**src/rtl/bcd_timer_pkg.sv**
```systemverilog
// Shared types, constants and helpers for the BCD countdown timer.
package bcd_timer_pkg;

    typedef enum logic [2:0] {
        IDLE  = 3'd0,
        RUN   = 3'd1,
        PAUSE = 3'd2,
        ALARM = 3'd3,
        DONE  = 3'd4
    } state_e;

    localparam logic [3:0] BCD_MAX = 4'd9;

    // Saturate a raw nibble to the largest legal BCD digit.
    function automatic logic [3:0] clamp_bcd(input logic [3:0] nibble);
        return (nibble > BCD_MAX) ? BCD_MAX : nibble;
    endfunction

endpackage

```
**src/rtl/bcd_dec_chain.sv**
```systemverilog
// Combinational DIGITS-wide BCD decrement with borrow; saturates at all-zeros.
module bcd_dec_chain
    import bcd_timer_pkg::*;
#(
    parameter int unsigned DIGITS = 2
) (
    input  logic [4*DIGITS-1:0] val_i,
    output logic [4*DIGITS-1:0] dec_o,
    output logic                is_zero_o,
    output logic                dec_zero_o
);

    logic [4*DIGITS-1:0] res;
    logic [3:0]          nib;
    logic                borrow;

    // Ripple the borrow from digit 0 upward; a zero digit becomes 9 and keeps borrowing.
    always_comb begin
        res    = '0;
        nib    = '0;
        borrow = 1'b1;
        for (int i = 0; i < int'(DIGITS); i++) begin
            nib = val_i[4*i +: 4];
            if (borrow) begin
                if (nib == 4'd0) begin
                    res[4*i +: 4] = BCD_MAX;
                end else begin
                    res[4*i +: 4] = nib - 4'd1;
                    borrow        = 1'b0;
                end
            end else begin
                res[4*i +: 4] = nib;
            end
        end
    end

    assign is_zero_o  = (val_i == '0);
    // All-zeros never wraps to all-nines.
    assign dec_o      = is_zero_o ? val_i : res;
    assign dec_zero_o = (dec_o == '0);

endmodule

```
**src/rtl/bcd_countdown_mux.sv**
```systemverilog
// BCD countdown timer with start/pause/clear, timed alarm and a multiplexed digit scan.
module bcd_countdown_mux
    import bcd_timer_pkg::*;
#(
    parameter int unsigned DIGITS      = 2,
    parameter int unsigned TICK_DIV    = 8388608,
    parameter int unsigned SCAN_DIV    = 131072,
    parameter int unsigned ALARM_TICKS = 5,
    parameter int unsigned BLANK_LZ    = 1
) (
    input  logic                clk,
    input  logic                rst_n,
    input  logic                start,
    input  logic                pause,
    input  logic                clear,
    input  logic [4*DIGITS-1:0] load_val,
    output logic [DIGITS-1:0]   digit_sel,
    output logic [3:0]          bcd_out,
    output logic                blank,
    output logic                alarm,
    output logic                running,
    output logic                done
);

    localparam int unsigned TW = $clog2(TICK_DIV);
    localparam int unsigned SW = (SCAN_DIV > 1) ? $clog2(SCAN_DIV) : 1;
    localparam int unsigned IW = (DIGITS > 1) ? $clog2(DIGITS) : 1;
    localparam int unsigned AW = $clog2(ALARM_TICKS + 1);

    state_e              state_q;
    logic [4*DIGITS-1:0] count_q;
    logic [TW-1:0]       tick_cnt_q;
    logic [AW-1:0]       alarm_cnt_q;
    logic                alarm_q;
    logic                running_q;
    logic                done_q;

    logic [SW-1:0]       scan_cnt_q;
    logic [IW-1:0]       scan_idx_q;
    logic [DIGITS-1:0]   digit_sel_q;
    logic [3:0]          bcd_q;
    logic                blank_q;

    logic [4*DIGITS-1:0] count_dec;
    logic                count_zero;
    logic                dec_zero;
    logic [4*DIGITS-1:0] load_clamped;
    logic                tick;
    logic [TW-1:0]       tick_cnt_d;
    logic                scan_wrap;
    logic                scan_last;
    logic [DIGITS-1:0]   sel_onehot;
    logic [3:0]          sel_digit;
    logic                upper_zero;
    logic                blank_d;

    bcd_dec_chain #(
        .DIGITS(DIGITS)
    ) u_dec (
        .val_i     (count_q),
        .dec_o     (count_dec),
        .is_zero_o (count_zero),
        .dec_zero_o(dec_zero)
    );

    // Preset with every out-of-range nibble clamped to 9.
    always_comb begin
        load_clamped = '0;
        for (int i = 0; i < int'(DIGITS); i++) begin
            load_clamped[4*i +: 4] = clamp_bcd(load_val[4*i +: 4]);
        end
    end

    assign tick       = (tick_cnt_q == TW'(TICK_DIV - 1));
    assign tick_cnt_d = tick ? '0 : tick_cnt_q + TW'(1);

    // Control FSM, tick divider and alarm counter; status outputs follow the next state.
    always_ff @(posedge clk) begin
        if (!rst_n) begin
            state_q     <= IDLE;
            count_q     <= '0;
            tick_cnt_q  <= '0;
            alarm_cnt_q <= '0;
            alarm_q     <= 1'b0;
            running_q   <= 1'b0;
            done_q      <= 1'b0;
        end else begin
            alarm_q   <= (state_q == ALARM);
            running_q <= (state_q == RUN);
            done_q    <= (state_q == DONE);
            if (clear) begin
                count_q     <= load_clamped;
                tick_cnt_q  <= '0;
                alarm_cnt_q <= '0;
                state_q     <= IDLE;
                alarm_q     <= 1'b0;
                running_q   <= 1'b0;
                done_q      <= 1'b0;
            end else begin
                case (state_q)
                    IDLE: begin
                        if (start && !pause) begin
                            if (count_zero) begin
                                state_q <= ALARM;
                                alarm_q <= 1'b1;
                            end else begin
                                state_q   <= RUN;
                                running_q <= 1'b1;
                            end
                        end
                    end
                    RUN: begin
                        if (pause) begin
                            // Hold tick_cnt so the partial tick resumes later.
                            state_q   <= PAUSE;
                            running_q <= 1'b0;
                        end else begin
                            tick_cnt_q <= tick_cnt_d;
                            if (tick) begin
                                count_q <= count_dec;
                                if (dec_zero) begin
                                    state_q   <= ALARM;
                                    alarm_q   <= 1'b1;
                                    running_q <= 1'b0;
                                end
                            end
                        end
                    end
                    PAUSE: begin
                        if (start && !pause) begin
                            state_q   <= RUN;
                            running_q <= 1'b1;
                        end
                    end
                    ALARM: begin
                        count_q    <= '0;
                        tick_cnt_q <= tick_cnt_d;
                        if (tick) begin
                            if (alarm_cnt_q == AW'(ALARM_TICKS - 1)) begin
                                alarm_cnt_q <= AW'(ALARM_TICKS);
                                state_q     <= DONE;
                                alarm_q     <= 1'b0;
                                done_q      <= 1'b1;
                            end else begin
                                alarm_cnt_q <= alarm_cnt_q + AW'(1);
                            end
                        end
                    end
                    DONE: begin
                        count_q <= '0;
                    end
                    default: begin
                        state_q   <= IDLE;
                        alarm_q   <= 1'b0;
                        running_q <= 1'b0;
                        done_q    <= 1'b0;
                    end
                endcase
            end
        end
    end

    assign scan_wrap = (scan_cnt_q == SW'(SCAN_DIV - 1));
    assign scan_last = (scan_idx_q == IW'(DIGITS - 1));

    // Decode the scanned slot: one-hot select, its digit, and leading-zero status.
    always_comb begin
        sel_onehot = '0;
        sel_digit  = '0;
        upper_zero = 1'b1;
        for (int i = 0; i < int'(DIGITS); i++) begin
            if (IW'(i) == scan_idx_q) begin
                sel_onehot[i] = 1'b1;
                sel_digit     = count_q[4*i +: 4];
            end
            if ((IW'(i) >= scan_idx_q) && (count_q[4*i +: 4] != 4'd0)) begin
                upper_zero = 1'b0;
            end
        end
        blank_d = (BLANK_LZ != 0) && (scan_idx_q != '0) && upper_zero;
    end

    // Scan divider and registered display outputs.
    always_ff @(posedge clk) begin
        if (!rst_n) begin
            scan_cnt_q  <= '0;
            scan_idx_q  <= '0;
            digit_sel_q <= ~DIGITS'(1);
            bcd_q       <= '0;
            blank_q     <= 1'b0;
        end else begin
            scan_cnt_q <= scan_wrap ? '0 : scan_cnt_q + SW'(1);
            if (scan_wrap) begin
                scan_idx_q <= scan_last ? '0 : scan_idx_q + IW'(1);
            end
            digit_sel_q <= ~sel_onehot;
            bcd_q       <= sel_digit;
            blank_q     <= blank_d;
        end
    end

    assign digit_sel = digit_sel_q;
    assign bcd_out   = bcd_q;
    assign blank     = blank_q;
    assign alarm     = alarm_q;
    assign running   = running_q;
    assign done      = done_q;

endmodule
```
**config.mk**
```make
export PLATFORM = sky130hd
export DESIGN_NAME = bcd_countdown_mux
export DESIGN_NICKNAME = d
export VERILOG_FILES = /design/src/rtl/bcd_timer_pkg.sv /design/src/rtl/bcd_dec_chain.sv /design/src/rtl/bcd_countdown_mux.sv
export SDC_FILE = /design/constraint.sdc
export NUM_CORES = 1
export LEC_CHECK = 0
export ABC_AREA = 1
export BUFFER_PORTS_ARGS = -buffer_cell sky130_fd_sc_hd__buf_2
export CAP_MARGIN = 15
export CELL_PAD_IN_SITES_DETAIL_PLACEMENT = 0
export CELL_PAD_IN_SITES_GLOBAL_PLACEMENT = 2
export CORE_MARGIN = 1
export CORE_UTILIZATION = 30
export DETAILED_ROUTE_END_ITERATION = 6
export HOLD_SLACK_MARGIN = 0.12
export PLACE_DENSITY = 0.79
export SLEW_MARGIN = 20
export SYNTH_ARGS = -nofsm -noshare
export SYNTH_HDL_FRONTEND = slang
export SYNTH_SLANG_ARGS = --single-unit
```
**constraint.sdc**
```tcl
create_clock -name clk -period 2.8 [get_ports clk]
set_clock_uncertainty 0.05 [all_clocks]
set_input_delay 0 -clock clk [delete_from_list [all_inputs] [get_ports clk]]
set_output_delay 0 -clock clk [all_outputs]
set_load 0.01 [all_outputs]
```
---- After elaboration in Yosys (flattened, before gate mapping) ----
Index checks and enable logic that the tools add are counted.
W data, S select, Z words.
operators by class
  reduce and logical (&&, ||, !) cells .... 21
  add/sub/neg operators ................... 6
  equal/unequal tests ..................... 16
  bitwise logic cells ..................... 3
  mux-type cells .......................... 48
  magnitude comparators ................... 4
operator list
  kind                     count
  $mux W23                 2
  $pmux W23 S2             1
  $mux W8                  4
  $mux W3                  8
  $mux W4                  6
  $add A23 B1 Y23 const B  1
  $eq A23 B23 Y1 const B   1
  $mux W1                  21
  $add A17 B1 Y17 const B  1
  $eq A17 B17 Y1 const B   1
  $logic_not A8 Y1         2
  $pmux W8 S2              1
  $pmux W3 S5              1
  $ne A3 B3 Y1 const B     4
  $gt A4 B4 Y1 const B     2
  $logic_not A4 Y1         2
  $ne A2 B2 Y1 const B     4
  $reduce_bool A4 Y1       2
  $sub A4 B1 Y4 const B    2
  $reduce_and A7 Y1        1
  $eq A3 B2 Y1 const B     2
  $eq A3 B3 Y1 const B     2
  $pmux W1 S3              2
  $reduce_or A2 Y1         3
  other kinds (16)         22
word-level totals
  output and inout bits ................... 10
  register bits after elaboration ......... 65
  input bits .............................. 13
  word-level logic and storage cells ...... 110

---- Logic depth before layout (Yosys ltp) ----
Gate-level depths: netlist of the first run.
  depth after elaboration ................. 9
  mapped depth ............................ 14
  depth with buffers taken out ............ 14

---- Modules after synthesis ----
Synthesis of the first run repeated with hierarchy kept, for this count alone.
unflattened totals
  cells, all modules ...................... 508
  area, all modules ....................... 3,408.3 µm²
modules (own cells, without submodules)
  module             area an instance (µm²)  seq. area each (µm²)  times used  cells each
  bcd_countdown_mux  3,151.8                 1,301.2               1           460
  bcd_dec_chain      256.5                   0.0                   1           48

---- Worst setup path after synthesis of the first run ----
No wires, ideal clock.
  path kind ............................... reg2reg
  from .................................... reg scan_cnt_q[0]
  to ...................................... reg scan_idx_q
  path buffers ............................ 1
  setup slack ............................. 475 ps
  arrival time ............................ 2,147 ps
  library setup time ...................... 129 ps
  cell stages (with the launch flop) ...... 15
  data required time ...................... 2,621 ps
  period minus slack after synthesis ...... 2,325 ps
  cells stage by stage .................... dfxtp_1 -> ha_1 -> nand2_1 -> nor4_1 -> nand2_1 -> nor2_1 -> nand2_1 -> nor2_1 -> nand4_1 -> nor2_1 -> ha_1 -> nor2_1 -> inv_1 -> clkbuf_1 -> a21oi_1
between the ends
  word-level cells in the longest chain between the ends .. 1
ends and longest elaborated chain
  item                    line                      source
  from (decl)             bcd_countdown_mux.sv:38   logic [SW-1:0] scan_cnt_q;
  from (signal assigned)  bcd_countdown_mux.sv:192  scan_cnt_q <= scan_wrap ? '0 : scan_cnt_q + SW'(1);
  $eq A17 B17 Y1          bcd_countdown_mux.sv:163  assign scan_wrap = (scan_cnt_q == SW'(SCAN_DIV - 1));
  to (signal assigned)    bcd_countdown_mux.sv:194  scan_idx_q <= scan_last ? '0 : scan_idx_q + IW'(1);
  to (decl)               bcd_countdown_mux.sv:39   logic [IW-1:0] scan_idx_q;
No other way between the ends.
A chain may end at the register's enable or synchronous reset.

---- Worst setup path after layout of the first run ----
  from .................................... reg tick_cnt_q[0]
  to ...................................... reg count_q[0]
between the ends
  word-level cells in the longest chain between the ends .. 3
ends and longest elaborated chain
  item                         line                      source
  from (decl)                  bcd_countdown_mux.sv:32   logic [TW-1:0] tick_cnt_q;
  from (signal assigned)       bcd_countdown_mux.sv:118  tick_cnt_q <= tick_cnt_d;
  from (signal assigned)       bcd_countdown_mux.sv:137  tick_cnt_q <= tick_cnt_d;
  $eq A23 B23 Y1               bcd_countdown_mux.sv:74   assign tick = (tick_cnt_q == TW'(TICK_DIV - 1));
  $ne A3 B3 Y1 (no line)       --
  $reduce_and A3 Y1 (no line)  --
  to (signal assigned)         bcd_countdown_mux.sv:92   count_q <= load_clamped;
  to (signal assigned)         bcd_countdown_mux.sv:120  count_q <= count_dec;
  to (decl)                    bcd_countdown_mux.sv:31   logic [4*DIGITS-1:0] count_q;
No other way between the ends.

==> results of run 1 <==
## Yosys cell counts (3+ instances only)
cell,n
nand2_1,100
nor2_1,70
dfxtp_1,65
inv_1,64
nand3_1,35
a21oi_1,28
nor3_1,14
nand4_1,13
xor2_1,11
o21ai_1,9
o21ai_0,8
ha_1,7
inv_2,6
nor2_4,6
o22ai_1,6
clkbuf_1,5
nor4_1,4
or2_2,4
nand2_2,3
nor2_2,3
o211ai_1,3
xnor2_1,3
## worst max-delay path: stages (launching register included)
cell	delay [ns]
dfxtp_2	0.39
ha_1	0.21
nand3_2	0.16
inv_1	0.18
nand4_1	0.16
nor3_4	0.22
nand2_1	0.14
nand2_4	0.15
inv_2	0.09
nor2_1	0.12
nor2_1	0.06
dlygate4sd3_1	0.54
## per-stage QoR
stage               instances  power [mW]   util  cell area, sq um  hold slack [ns]
floorplan                 492        1.12      -              3440            0.168
detailed placement        649        1.17  0.336              3710            0.300
CTS                       681        2.37  0.379              4180            0.400
global placement          649        1.17  0.336              3710            0.305
finish                    681        2.33  0.381              4200            0.400
global route              681        2.44  0.381              4200            0.427
## flip-flops by register name (all words and copies together), names as in the netlist
register / cells
tick_cnt_q: 23
scan_cnt_q: 17
count_q: 8
bcd_out: 4
alarm_cnt_q: 3
state_q: 3
digit_sel: 2
alarm: 1
blank: 1
done: 1
running: 1
scan_idx_q: 1
## logic make-up (layout without fill, tap and decap cells)
logic type	after synthesis	in the layout	share of synthesized area
AND/OR/NAND/NOR	265	265	0.369
buffers and inverters	76	125	0.0832
AO/OA/AOI/OAI	65	65	0.109
flip-flops	65	65	0.378
XOR/XNOR	14	14	0.0356
adder cells (fa/ha/maj)	7	7	0.0254
## placed cells by master, fill, tap and decap left out, types with 2 or more instances in the layout
cell type | Yosys | final
nor3_4 | 1 | 2
nand4_1 | 13 | 13
nor4_1 | 4 | 3
o211ai_1 | 3 | 3
inv_1 | 64 | 63
o22ai_1 | 6 | 6
clkbuf_16 | 0 | 9
dlygate4sd3_1 | 0 | 16
a32o_1 | 2 | 2
clkbuf_1 | 5 | 2
o21a_1 | 2 | 2
nor2_2 | 3 | 3
nor3_1 | 14 | 14
or2_2 | 4 | 4
o21ai_1 | 9 | 9
nor3b_1 | 2 | 2
dfxtp_1 | 65 | 64
nand3b_1 | 2 | 2
nand3_2 | 2 | 2
nand3_1 | 35 | 35
o21ai_0 | 8 | 8
nand2_1 | 100 | 100
ha_1 | 7 | 7
clkbuf_8 | 0 | 3
buf_2 | 1 | 22
xor2_1 | 11 | 11
xnor2_1 | 3 | 3
nor2_4 | 6 | 6
nand2_4 | 2 | 2
nor2_8 | 2 | 2
a21oi_1 | 28 | 28
inv_2 | 6 | 7
nor2_1 | 70 | 70
nand2_2 | 3 | 3
## power by group
part / switching, mW / total, mW / internal [mW]
clock: 0.389 / 1.15 / 0.761
sequential: 0.0165 / 0.961 / 0.945
combinational: 0.131 / 0.216 / 0.0853
total: 0.536 / 2.33 / 1.79
## worst paths after layout
kind	endpoint	depth (start not counted)	startpoint	slack [ns]
setup / recovery	count_q[0]$_SDFFE_PN0P_	11	tick_cnt_q[0]$_SDFFE_PP0P_	0.21
hold / removal	scan_cnt_q[0]$_SDFF_PP0_	1	scan_cnt_q[0]$_SDFF_PP0_	0.40
setup reg to reg	count_q[0]$_SDFFE_PN0P_	11	tick_cnt_q[0]$_SDFFE_PP0P_	0.21
hold reg to reg	scan_cnt_q[0]$_SDFF_PP0_	1	scan_cnt_q[0]$_SDFF_PP0_	0.40
## layout make-up
| class | instances | area [sq um] | area share |
|---|---|---|---|
| Sequential cell | 65 | 1300 | 0.310 |
| Clock buffer | 14 | 274 | 0.0653 |
| Tap cell | 140 | 175 | 0.0417 |
| Timing Repair Buffer | 39 | 278 | 0.0662 |
| Clock inverter | 2 | 35.0 | 0.00835 |
| Multi-Input combinational cell | 351 | 1870 | 0.446 |
| Inverter | 70 | 263 | 0.0626 |
## metal layers
metal,vias to the layer above,GRT usage
met2,34,0.265
met5,-,0
met1,1443,0.198
met3,8,0.0430
li1,1694,-
met4,0,0.0618
## timing repair
| action | in CTS | in global routing |
|---|---|---|
| endpoints found under the hold margin | 14 | 0 |
| hold buffers | 16 | 0 |
| endpoints found under the setup margin | 0 | 10 |
| resized for setup | 0 | 5 |
==> out/metrics.cfg, run 1 <==
[status]
run_status = complete, no violations

[synthesis]
synth_edf_count = 0
netlist.area_leader.share = 0.378
syn-instance-count = 492
avgSynthCellArea_sq_um = 7.00
seq_area_frac_synth = 0.378
syn_nets = 512
synth_cell_type_count = 38
syn_area_sq_um = 3440
synth.area.top_cells = dfxtp_1 38%, nand2_1 11%, nor2_1 7.6%
synthFlopType = dfxtp_1
synth_area_leader_cell = dfxtp_1
async_flop_share = 0
yosysWarnings = 0
synth-seq-cells = 65

[cts]
htreeDepth = 3
post_cts_buffers = 0
numCtsBuffers = 9
clockBufferDepth = 2
cts_sinks = 65
clk_pin_slew_ns = 0.05
cts-root-buf = clkbuf_16
cts_tree = done
clk_latency_ns = 0.33

[routing]
wl_per_cell_microns = 12.2
ant_nets = 0
drt_iter0_drc = 105
routed.top_layer = met4
wl_microns = 8310
dr.pass1.iters = 4
vias = 3179
dr_wl_met2_microns = 3830
drc_errors = 0
route.met3.wl_microns = 266
via_per_inst = 4.67
wl_met1_microns = 4070

[power]
ir_drop_mv = 0.399
p_leak_nw = 1.72
power.density_nw_per_um2 = 554

[sta]
grt_setup_unrepaired = false
post-route-min-period_ns = 2.59
hold_viol_final = 0
fmax_mhz = 386
drv_slew = 0
worst_slew_pin_slew_ns = 0.860
fin_crit_sh = 0.925
finalSetupTns_ns = 0
slew_headroom = 0.426
final.setup.worst_slack_ns = 0.210
setup_viol = 0

[critical_path]
cp-start-kind = register
critPathArrivalTime_ns = 2.76
worstPathRequired_ns = 2.97
cp_max_fo = 9
criticalPathCategory = reg -> reg
critPathCaptureType = register

[die]
die_h_microns = 109
std_cell_rows = 38
io_pins = 23
core_area_sq_um = 11000
die_w_microns = 109
start_util = 0.312
die-area_sq_um = 11900

[placed_design]
post-place-ws_ns = 0.209
gp_congestion = 0.789
dp_hpwl_microns = 6150
io_buffer_count = 22

[grt]
grt_pass1_vias = 3206
grt.total_usage = 0.161
gr-total-overflow = 0
antenna_found_initial = 0
grt_max_degree = 24
grt_pass1_wl_microns = 14700

[layout]
diodes = 0
nFillCells = 1185
drive_gt1_frac = 0.135
area_delta_synth_final_pct = 22.0
fin_nets = 556

[worst_hold_path]
holdCritPathClass = reg -> reg

[flow_run]
max-cap-violations = 0

(Power assumes the default switching activity.)
==> run 2: changes to the inputs <==
- REMOVE_ABC_BUFFERS: default -> 1
==> run 2 against run 1 <==
First-iteration DRC count shrank 5.7%. Die area is the same. Worst setup slack gained 0.0098 ns. Maximum frequency grew 0.38%. Sequential power is essentially flat. Register-to-register slack is essentially flat. Cell area grew 1.6%.
==> out/metrics.cfg, run 2 (synthesis gave the netlist of run 1 again) <==
[layout]
diodes = 0
fin_nets = 559
regMostFlops = tick_cnt_q
stdcell_area_sq_um = 4260
largest_reg_flops = 23
multiInputGateArea_sq_um = 1860
fin_util = 0.387
seqCellArea_sq_um = 1300
drive_gt1_frac = 0.138
area_delta_synth_final_pct = 23.9
final_common_cell = nand2_1
nFillCells = 1188
largestRegisters = tick_cnt_q x23, scan_cnt_q x17, count_q x8
final_cell_mix = 100 x nand2_1, 70 x nor2_1, 64 x dfxtp_1

[routing]
wl_microns = 8430
vias = 3192
via_per_inst = 4.67
ant_nets = 0
drc_errors = 0
drt_iter0_drc = 99
dr.pass1.iters = 4
wl_per_cell_microns = 12.3

[critical_path]
criticalPathCategory = reg -> reg
critPathCaptureType = register
cp_max_fo = 6
cp-start-kind = register
worstPathRequired_ns = 2.96
critPathArrivalTime_ns = 2.74

[die]
std_cell_rows = 38
core_area_sq_um = 11000
start_util = 0.312
die-area_sq_um = 11900
io_pins = 23
die_h_microns = 109
die_w_microns = 109

[cts]
post_cts_buffers = 0
numCtsBuffers = 9
cts-root-buf = clkbuf_16
clk_pin_slew_ns = 0.06
clk_latency_ns = 0.33
cts_sinks = 65
cts_tree = done
htreeDepth = 3
clockBufferDepth = 2

[placed_design]
gp_congestion = 0.784
dp_hpwl_microns = 6130
io_buffer_count = 22
place_area_sq_um = 3720

[grt]
antenna_found_initial = 0
grt_pass1_vias = 3183
gr-total-overflow = 0
grt.total_usage = 0.157
grt_max_degree = 24
grt_pass1_wl_microns = 14500

[worst_hold_path]
holdCritPathClass = reg -> reg

[sta]
fmax_mhz = 388
drv_slew = 0
slew_headroom = 0.437
fin_crit_sh = 0.922
setup_viol = 0
finalSetupTns_ns = 0
grt_setup_unrepaired = false
hold_viol_final = 0
post-route-min-period_ns = 2.58
worst_slew_pin_slew_ns = 0.843

[power]
p_leak_nw = 1.75
ir_drop_mv = 0.399
power.density_nw_per_um2 = 588

[status]
run_status = complete, no violations

[flow_run]
max-cap-violations = 0

[run 2: cell types whose count changed in the layout (fill, tap and decap cells not counted)]
cell	delta
nor4_1	+1
clkinvlp_4	+1
buf_4	+1
clkinv_4	+2
clkbuf_8	-2
bufinv_16	+2
dlygate4sd3_1	+2
nor4_2	-1
clkbuf_1	-2
clkinv_2	-1
[run 2: final timing paths]
path	start	endpoint	slack, ns	cells past startpoint
worst max-delay path	count_q[0]$_SDFFE_PN0P_	state_q[0]$_SDFFE_PP0P_	0.22	12
worst min-delay path	scan_cnt_q[0]$_SDFF_PP0_	scan_cnt_q[0]$_SDFF_PP0_	0.41	1
worst max register to register	count_q[0]$_SDFFE_PN0P_	state_q[0]$_SDFFE_PP0P_	0.22	12
worst min register to register	scan_cnt_q[0]$_SDFF_PP0_	scan_cnt_q[0]$_SDFF_PP0_	0.41	1
[run 2: through the flow]
| stage | hold slack [ns] | worst slack (ns) | total power [mW] | std cells |
|---|---|---|---|---|
| 5_1_grt | 0.432 | 0.0197 | 2.62 | 684 |
| 3_5_place_dp | 0.301 | 0.306 | 1.17 | 650 |
| 3_3_place_gp | 0.298 | 0.353 | 1.17 | 650 |
| 4_1_cts | 0.405 | 0.135 | 2.54 | 684 |
| 2_1_floorplan | 0.0889 | 0.567 | 1.11 | 486 |
| 6_report | 0.406 | 0.220 | 2.51 | 684 |
[run 2: layout make-up]
class	instances	area share
clock buffers	10	0.0560
repair buffers	42	0.0716
well taps	140	0.0411
clock inverters	6	0.0270
multi-input cells	351	0.437
flip-flops and latches	65	0.305
inverters	70	0.0616
[run 2: per-layer routing]
layer | track usage | up-vias | routed length [microns]
met2 | 0.252 | 41 | 3750
li1 | - | 1692 | -
met5 | 0 | - | 0
met3 | 0.0430 | 9 | 276
met1 | 0.200 | 1450 | 4270
met4 | 0.0579 | 0 | 136
[run 2: power by group]
group          leakage [nW]  internal [mW]  total (mW)  switching (mW)
registers             0.527          0.944       0.961          0.0165
clock network         0.169          0.896        1.32           0.428
logic                  1.05         0.0886       0.222           0.133
total                  1.75           1.93        2.51           0.578
[run 2: timing repair]
item	CTS	global route
hold endpoints to repair	14	0
gates resized for setup	0	4
hold buffers	18	0
endpoints found under the setup margin	0	9
[run 2: worst max-delay path, stage by stage, from the launching register on]
cell	delay [ns]
dfxtp_1	0.32
inv_1	0.18
ha_1	0.24
nand2_1	0.08
nor2_2	0.19
nand2_1	0.15
nand2_1	0.12
nand3_1	0.14
o21bai_2	0.24
nand3_1	0.09
nand2_1	0.07
nor2_1	0.04
dlygate4sd3_1	0.54
